`config.mk`:
```
export PLATFORM = sky130hd
export DESIGN_NAME = ad80305_rx_dc_corr_td
export DESIGN_NICKNAME = d
export VERILOG_FILES = /design/src/rtl/ad80305_pkg.sv /design/src/rtl/ad80305_dc_est.sv /design/src/rtl/ad80305_rx_dc_corr_td.sv
export SDC_FILE = /design/constraint.sdc
export NUM_CORES = 1
export LEC_CHECK = 0
export BUFFER_PORTS_ARGS = -buffer_cell sky130_fd_sc_hd__buf_2
export CORE_ASPECT_RATIO = 0.5
export CORE_MARGIN = 2
export CORE_UTILIZATION = 50
export CTS_CLUSTER_DIAMETER = 30
export DETAILED_ROUTE_END_ITERATION = 8
export MAX_ROUTING_LAYER = met4
export PLACE_DENSITY = 0.69
export SYNTH_ARGS = -nofsm -noshare
export SYNTH_HDL_FRONTEND = slang
export SYNTH_SLANG_ARGS = --single-unit
```
`constraint.sdc`:
```
create_clock -name i_fpga_clk_125p -period 2.9 [get_ports i_fpga_clk_125p]
set_input_delay 0.145 -clock i_fpga_clk_125p [delete_from_list [all_inputs] [get_ports i_fpga_clk_125p]]
set_output_delay 0.145 -clock i_fpga_clk_125p [all_outputs]
set_load 0.005 [all_outputs]
```
`src/rtl/ad80305_pkg.sv`:
```
// Shared types, widths and helpers for the AD80305 receive DC-correction slice.
package ad80305_pkg;

  localparam int IQ_W      = 12;
  localparam int DC_CORR_W = 8;
  // Wide enough for the largest accumulator shift result (13 + 20 bits) plus sign.
  localparam int SAT_W     = IQ_W + 1 + 20 + 1;

  typedef logic signed [IQ_W-1:0] iq_t;

  typedef enum logic [1:0] {
    ST_IDLE   = 2'd0,
    ST_ACCUM  = 2'd1,
    ST_UPDATE = 2'd2
  } est_state_e;

  function automatic iq_t sat12(input logic signed [SAT_W-1:0] x);
    if (x > SAT_W'(signed'(2047)))        return iq_t'(2047);
    else if (x < SAT_W'(signed'(-2048)))  return iq_t'(-2048);
    else                                  return iq_t'(x);
  endfunction

endpackage

```
`src/rtl/ad80305_dc_est.sv`:
```
// Block-averaging DC estimator shared by I and Q: IDLE/ACCUM/UPDATE FSM, counter,
// accumulators and the held estimate.
module ad80305_dc_est
  import ad80305_pkg::*;
#(
  parameter int P_AVG_LOG2 = 14
) (
  input  logic                clk,
  input  logic                rst_n,
  input  logic                strobe,
  input  logic                run,
  input  logic signed [IQ_W:0] s1_i,
  input  logic signed [IQ_W:0] s1_q,
  output iq_t                 est_i,
  output iq_t                 est_q,
  output logic                est_valid
);

  localparam int ACC_W = IQ_W + 1 + P_AVG_LOG2;
  localparam logic [P_AVG_LOG2-1:0] CNT_LAST = '1;

  est_state_e              state;
  logic [P_AVG_LOG2-1:0]   cnt;
  logic signed [ACC_W-1:0] acc_i, acc_q;
  logic signed [ACC_W-1:0] ext_i, ext_q;

  assign ext_i = ACC_W'(s1_i);
  assign ext_q = ACC_W'(s1_q);

  // NOTE: every register here uses <= so all updates see pre-edge values,
  // which is what lets UPDATE latch acc while simultaneously reloading it.
  always_ff @(posedge clk or negedge rst_n) begin
    if (!rst_n) begin
      state     <= ST_IDLE;
      cnt       <= '0;
      acc_i     <= '0;
      acc_q     <= '0;
      est_i     <= '0;
      est_q     <= '0;
      est_valid <= 1'b0;
    end else begin
      est_valid <= 1'b0;
      if (!run) begin
        // Losing enable (or entering bypass) drops the partial window; est is kept.
        state <= ST_IDLE;
        cnt   <= '0;
        acc_i <= '0;
        acc_q <= '0;
      end else begin
        case (state)
          ST_IDLE: begin
            cnt   <= '0;
            acc_i <= '0;
            acc_q <= '0;
            state <= ST_ACCUM;
          end
          ST_ACCUM: begin
            if (strobe) begin
              acc_i <= acc_i + ext_i;
              acc_q <= acc_q + ext_q;
              cnt   <= cnt + 1'b1;
              if (cnt == CNT_LAST) state <= ST_UPDATE;
            end
          end
          ST_UPDATE: begin
            est_i     <= sat12(SAT_W'(acc_i >>> P_AVG_LOG2));
            est_q     <= sat12(SAT_W'(acc_q >>> P_AVG_LOG2));
            est_valid <= 1'b1;
            // A strobe landing here opens the next window as its first sample.
            if (strobe) begin
              acc_i <= ext_i;
              acc_q <= ext_q;
              cnt   <= P_AVG_LOG2'(1);
            end else begin
              acc_i <= '0;
              acc_q <= '0;
              cnt   <= '0;
            end
            state <= ST_ACCUM;
          end
          default: state <= ST_IDLE;
        endcase
      end
    end
  end

endmodule

```
`src/rtl/ad80305_rx_dc_corr_td.sv`:
```
// Two-stage receive DC correction: static offset (stage 1), adaptive estimate with
// saturation or raw bypass (stage 2), plus the shared block-average estimator.
module ad80305_rx_dc_corr_td
  import ad80305_pkg::*;
#(
  parameter int P_AVG_LOG2 = 14
) (
  input  logic                 i_fpga_clk_125p,
  input  logic                 i_fpga_rst_n_125p,
  input  logic                 i_iqdata_fp,
  input  logic [IQ_W-1:0]      i_idata,
  input  logic [IQ_W-1:0]      i_qdata,
  input  logic                 i_iq_corr_bypass,
  input  logic [DC_CORR_W-1:0] i_dc_corr_idata,
  input  logic [DC_CORR_W-1:0] i_dc_corr_qdata,
  input  logic                 i_est_en,
  output logic                 o_iqdata_fp,
  output logic [IQ_W-1:0]      o_idata,
  output logic [IQ_W-1:0]      o_qdata,
  output logic [IQ_W-1:0]      o_dc_est_i,
  output logic [IQ_W-1:0]      o_dc_est_q,
  output logic                 o_est_valid,
  output logic                 o_sat
);

  logic signed [IQ_W:0]   s1_i_next, s1_q_next, s1_i, s1_q;
  logic [IQ_W-1:0]        raw_i, raw_q;
  logic                   v1, byp1;
  logic signed [IQ_W+1:0] diff_i, diff_q;
  iq_t                    corr_i, corr_q;
  logic                   clip_i, clip_q;

  // 13-bit difference of a 12-bit sample and an 8-bit offset cannot overflow.
  assign s1_i_next = (IQ_W+1)'(signed'(i_idata)) - (IQ_W+1)'(signed'(i_dc_corr_idata));
  assign s1_q_next = (IQ_W+1)'(signed'(i_qdata)) - (IQ_W+1)'(signed'(i_dc_corr_qdata));

  always_ff @(posedge i_fpga_clk_125p or negedge i_fpga_rst_n_125p) begin
    if (!i_fpga_rst_n_125p) begin
      v1    <= 1'b0;
      byp1  <= 1'b0;
      s1_i  <= '0;
      s1_q  <= '0;
      raw_i <= '0;
      raw_q <= '0;
    end else begin
      v1 <= i_iqdata_fp;
      if (i_iqdata_fp) begin
        byp1  <= i_iq_corr_bypass;
        s1_i  <= s1_i_next;
        s1_q  <= s1_q_next;
        raw_i <= i_idata;
        raw_q <= i_qdata;
      end
    end
  end

  assign diff_i = (IQ_W+2)'(s1_i) - (IQ_W+2)'(signed'(o_dc_est_i));
  assign diff_q = (IQ_W+2)'(s1_q) - (IQ_W+2)'(signed'(o_dc_est_q));
  assign corr_i = sat12(SAT_W'(diff_i));
  assign corr_q = sat12(SAT_W'(diff_q));
  assign clip_i = (diff_i > 14'sd2047) || (diff_i < -14'sd2048);
  assign clip_q = (diff_q > 14'sd2047) || (diff_q < -14'sd2048);

  always_ff @(posedge i_fpga_clk_125p or negedge i_fpga_rst_n_125p) begin
    if (!i_fpga_rst_n_125p) begin
      o_iqdata_fp <= 1'b0;
      o_idata     <= '0;
      o_qdata     <= '0;
      o_sat       <= 1'b0;
    end else begin
      o_iqdata_fp <= v1;
      o_sat       <= v1 && !byp1 && (clip_i || clip_q);
      if (v1) begin
        o_idata <= byp1 ? raw_i : corr_i;
        o_qdata <= byp1 ? raw_q : corr_q;
      end
    end
  end

  ad80305_dc_est #(
    .P_AVG_LOG2 (P_AVG_LOG2)
  ) u_dc_est (
    .clk       (i_fpga_clk_125p),
    .rst_n     (i_fpga_rst_n_125p),
    .strobe    (i_iqdata_fp),
    .run       (i_est_en && !i_iq_corr_bypass),
    .s1_i      (s1_i_next),
    .s1_q      (s1_q_next),
    .est_i     (o_dc_est_i),
    .est_q     (o_dc_est_q),
    .est_valid (o_est_valid)
  );

endmodule

```
==> impl_metrics.py <==
metrics = {
    "run_status": {
        "run_status": "complete, but fails checks",
        "violations": "negative setup slack",
    },
    "placed_design": {
        "place_congestion": 0.984,
        "dpl.hpwl_um": 28600,
        "placed_area_mm2": 0.0154,
        "io_buffers": 95,
        "dp_cells": 2027,
    },
    "cts": {
        "clk_latency_ns": 0.46,
        "root_buffer": "clkbuf_16",
        "htreeDepth": 4,
        "clkTransAtPathRegs_ns": 0.06,
        "numCtsBuffers": 17,
        "cts_tree": "done",
        "cts_sinks": 173,
        "cts.path.max_buffers": 2,
    },
    "setup_path": {
        "reg2reg_from": "u_dc_est.est_q[1]",
        "reg2regPathDepth": 12,
        "slowest_stage": "or4_4",
        "critPathMaxFanout": 4,
        "critical_path.endpoint": "u_dc_est.acc_q[26]",
        "startpoint_type": "input port",
        "crit_arrival_ns": 3.76,
        "cp-startpoint": "i_qdata[0]",
        "cp_data_required_time_ns": 3.29,
        "worstSetupEndpointType": "flop",
        "reg2reg_slack_ns": -0.10,
        "crit_chain": "buf_12 -> inv_12 -> ha_4 -> inv_2 -> fa_2 -> a211oi_2 -> nor2_2 -> or4_4 -> a21oi_4 -> xnor2_2 -> ha_4 -> a21o_1 -> a221oi_4 -> o221ai_2 -> or2_4 -> a41oi_2 -> nand3_1 -> nand3_1 -> a32o_1",
        "criticalPathCategory": "input port to flop",
        "timing.rr.end": "o_qdata[6]",
        "max_stage_delay_ns": 0.44,
    },
    "sta": {
        "tightest_slew_ns": 0.897,
        "period_minus_slack_ns": 3.36,
        "final-setup-viol-count": 51,
        "drv_slew": 0,
        "whs_ns": 0.0269,
        "finalCritPeriodShare": 1.16,
        "max_freq_ghz": 0.297,
        "rsz0062_at_grt": "true",
        "max-slew-margin-rel": 0.400,
        "finalWorstSetupSlack_ns": -0.463,
        "finalClockSkew_ns": 0.00693,
        "hold_violations": 0,
    },
    "grt": {
        "antenna_found_initial": 0,
        "grt_pass1_wl_um": 65900,
        "grt_pass1_vias": 12402,
        "track_usage": 0.334,
        "grt_max_degree": 68,
        "overflow": 0,
    },
    "worst_hold_path": {
        "min_path_type": "input port to flop",
    },
    "routing": {
        "viasPerCell": 5.96,
        "drc": 0,
        "vias": 12699,
        "dr.pass1.iters": 7,
        "wl_per_cell_um": 20.3,
        "ant_nets": 0,
        "wl_um": 43100,
        "drt_iter0_drc": 1124,
    },
    "synth": {
        "async_reset_ff_frac": 1.00,
        "syn_nets": 1557,
        "synth_edf_count": 0,
        "ys_ff_latch": 173,
        "synth_cell_type_count": 77,
        "syn_inst": 1397,
        "seq_area_frac_synth": 0.351,
        "ys_warn_count": 0,
        "synth_ff_type": "dfrtp_1",
        "avgSynthCellArea_um2": 8.84,
        "syn_area_mm2": 0.0123,
    },
    "cells_and_area": {
        "fin_nets": 1940,
        "antenna_cells": 0,
        "area_delta_synth_final_pct": 45.0,
        "drive_gt1_frac": 0.398,
        "instances_no_fill": 2129,
        "utilization": 0.742,
        "fill_cells": 1600,
        "final_cell_area_mm2": 0.0179,
    },
    "die": {
        "die_x_um": 226,
        "design.core.area_mm2": 0.0241,
        "pin_count": 96,
        "fp.dieArea_mm2": 0.0260,
        "initial_core_util": 0.512,
        "rows": 40,
        "fp.dieH_um": 115,
    },
    "power_and_ir_drop": {
        "powerDensity_mw_per_mm2": 548,
        "total_power_mw": 9.82,
        "vdd_ir_drop_max_v": 0.000505,
        "leakage_nw": 8.16,
    },
    "run": {
        "maxCapViolations": 0,
    },
}
==> where the power goes <==
group	total, mW	switching (mW)	leakage, nW	internal (mW)
Sequential	2.86	0.193	2.22	2.67
Combinational	4.67	2.51	5.66	2.15
Clock	2.29	1.05	0.272	1.25
==> placed cells by master (no fill, tap or decap), drive strengths merged, types with 25 or more instances in the layout <==
cell / n
a21o: 45
a21oi: 119
buf: 400
dfrtp: 173
ha: 109
inv: 97
mux2: 53
nand2: 126
nand3: 25
nor2: 66
o21ai: 180
xnor2: 46
xor2: 27
==> area by class of cell <==
type,count,area (um^2),share of cell area
multi-input cells,1073,9010,0.503
flip-flops and latches,173,4330,0.242
repair buffers,418,3190,0.178
clock buffers,22,474,0.0265
well taps,336,420,0.0235
inverters,97,387,0.0216
clock inverters,10,90.1,0.00503
==> worst max-delay path: cells and delay by family <==
kind / cells / cell delay, ns
AO/OA/AOI/OAI: 7 / 1.46
AND/OR/NAND/NOR: 5 / 1.07
adder cells (fa/ha/maj): 3 / 0.72
buffers and inverters: 3 / 0.19
XOR/XNOR: 1 / 0.16
==> routing by layer <==
metal  vias to the layer above  part of all wire  wire [um]  GRT usage
met1                      6370              0.46      19800      0.450
met5                         -                 0          0          -
met3                        79             0.060       2590     0.0654
li1                       5825                 -          -          -
met2                       425              0.46      19900      0.517
met4                         0             0.019        824     0.0882
==> synth_stat cells, types with 12 or more instances <==
cell type	instances	share of area
o21a_1	18	0.011
o21ai_0	171	0.069
a21oi_1	118	0.048
o22ai_1	23	0.012
mux2_2	52	0.047
nand2_1	126	0.038
and3_1	14	0.0071
nor2b_1	16	0.0081
nor3_1	16	0.0065
nand4_1	13	0.0066
dfrtp_1	173	0.35
a22oi_1	13	0.0079
xnor2_1	46	0.033
ha_1	109	0.11
nand2b_1	21	0.011
xor2_1	27	0.019
a211oi_1	12	0.0073
inv_1	97	0.029
nor2_1	66	0.020
clkbuf_1	46	0.014
a21o_1	43	0.026
nand3_1	25	0.010
==> through the flow <==
step / setup TNS, ns / setup slack (ns)
final: -9.16 / -0.463
after global routing: -15.57 / -0.628
after CTS: -6.57 / -0.432
after detailed placement: -37.28 / -1.09
after global placement: -32.28 / -1.03
after floorplan: -9.57 / -0.593
==> registers in the layout, summed over array words and instances, names as in the netlist <==
signal              count
u_dc_est.state          2
o_qdata                12
u_dc_est.est_i         12
o_idata                12
s1_i                   13
raw_q                  12
v1                      1
o_sat                   1
u_dc_est.cnt           14
s1_q                   13
u_dc_est.acc_q         27
byp1                    1
u_dc_est.acc_i         27
u_dc_est.est_valid      1
u_dc_est.est_q         12
raw_i                  12
o_iqdata_fp             1
==> repair_timing <==
| action | in CTS | in global routing |
|---|---|---|
| buffers inserted | 32 | 23 |
| gates resized for setup | 155 | 116 |
| hold buffers | 17 | 0 |
| pin swaps | 123 | 108 |
| endpoints found under the hold margin | 80 | 0 |
| cloned | 2 | 1 |
| endpoints found under the setup margin | 60 | 63 |
==> kinds of logic after synthesis <==
family,Yosys count,synth area share
compound gates,495,0.250
flops,173,0.351
xor+xnor,73,0.0518
simple gates,332,0.126
fa+ha+maj,115,0.120
buf+inv,153,0.0497
mux,56,0.0511
==> worst min-delay path by stage <==
| stage | slack [ns] | start | cells past startpoint | to |
|---|---|---|---|---|
| 6_report | 0.03 | i_idata[7] | 2 | raw_i[7] |
| 5_1_grt | 0.01 | i_idata[10] | 2 | raw_i[10] |
| 4_1_cts | 0.007 | i_idata[10] | 2 | raw_i[10] |
| 3_5_place_dp | 0.21 | i_fpga_rst_n_125p | 1 | u_dc_est.acc_i[17] |
| 3_3_place_gp | 0.20 | i_fpga_rst_n_125p | 1 | u_dc_est.acc_i[17] |
| 2_1_floorplan | -0.15 | i_fpga_rst_n_125p | 0 | byp1 |
No activity file was read; power rests on OpenSTA's default activity.
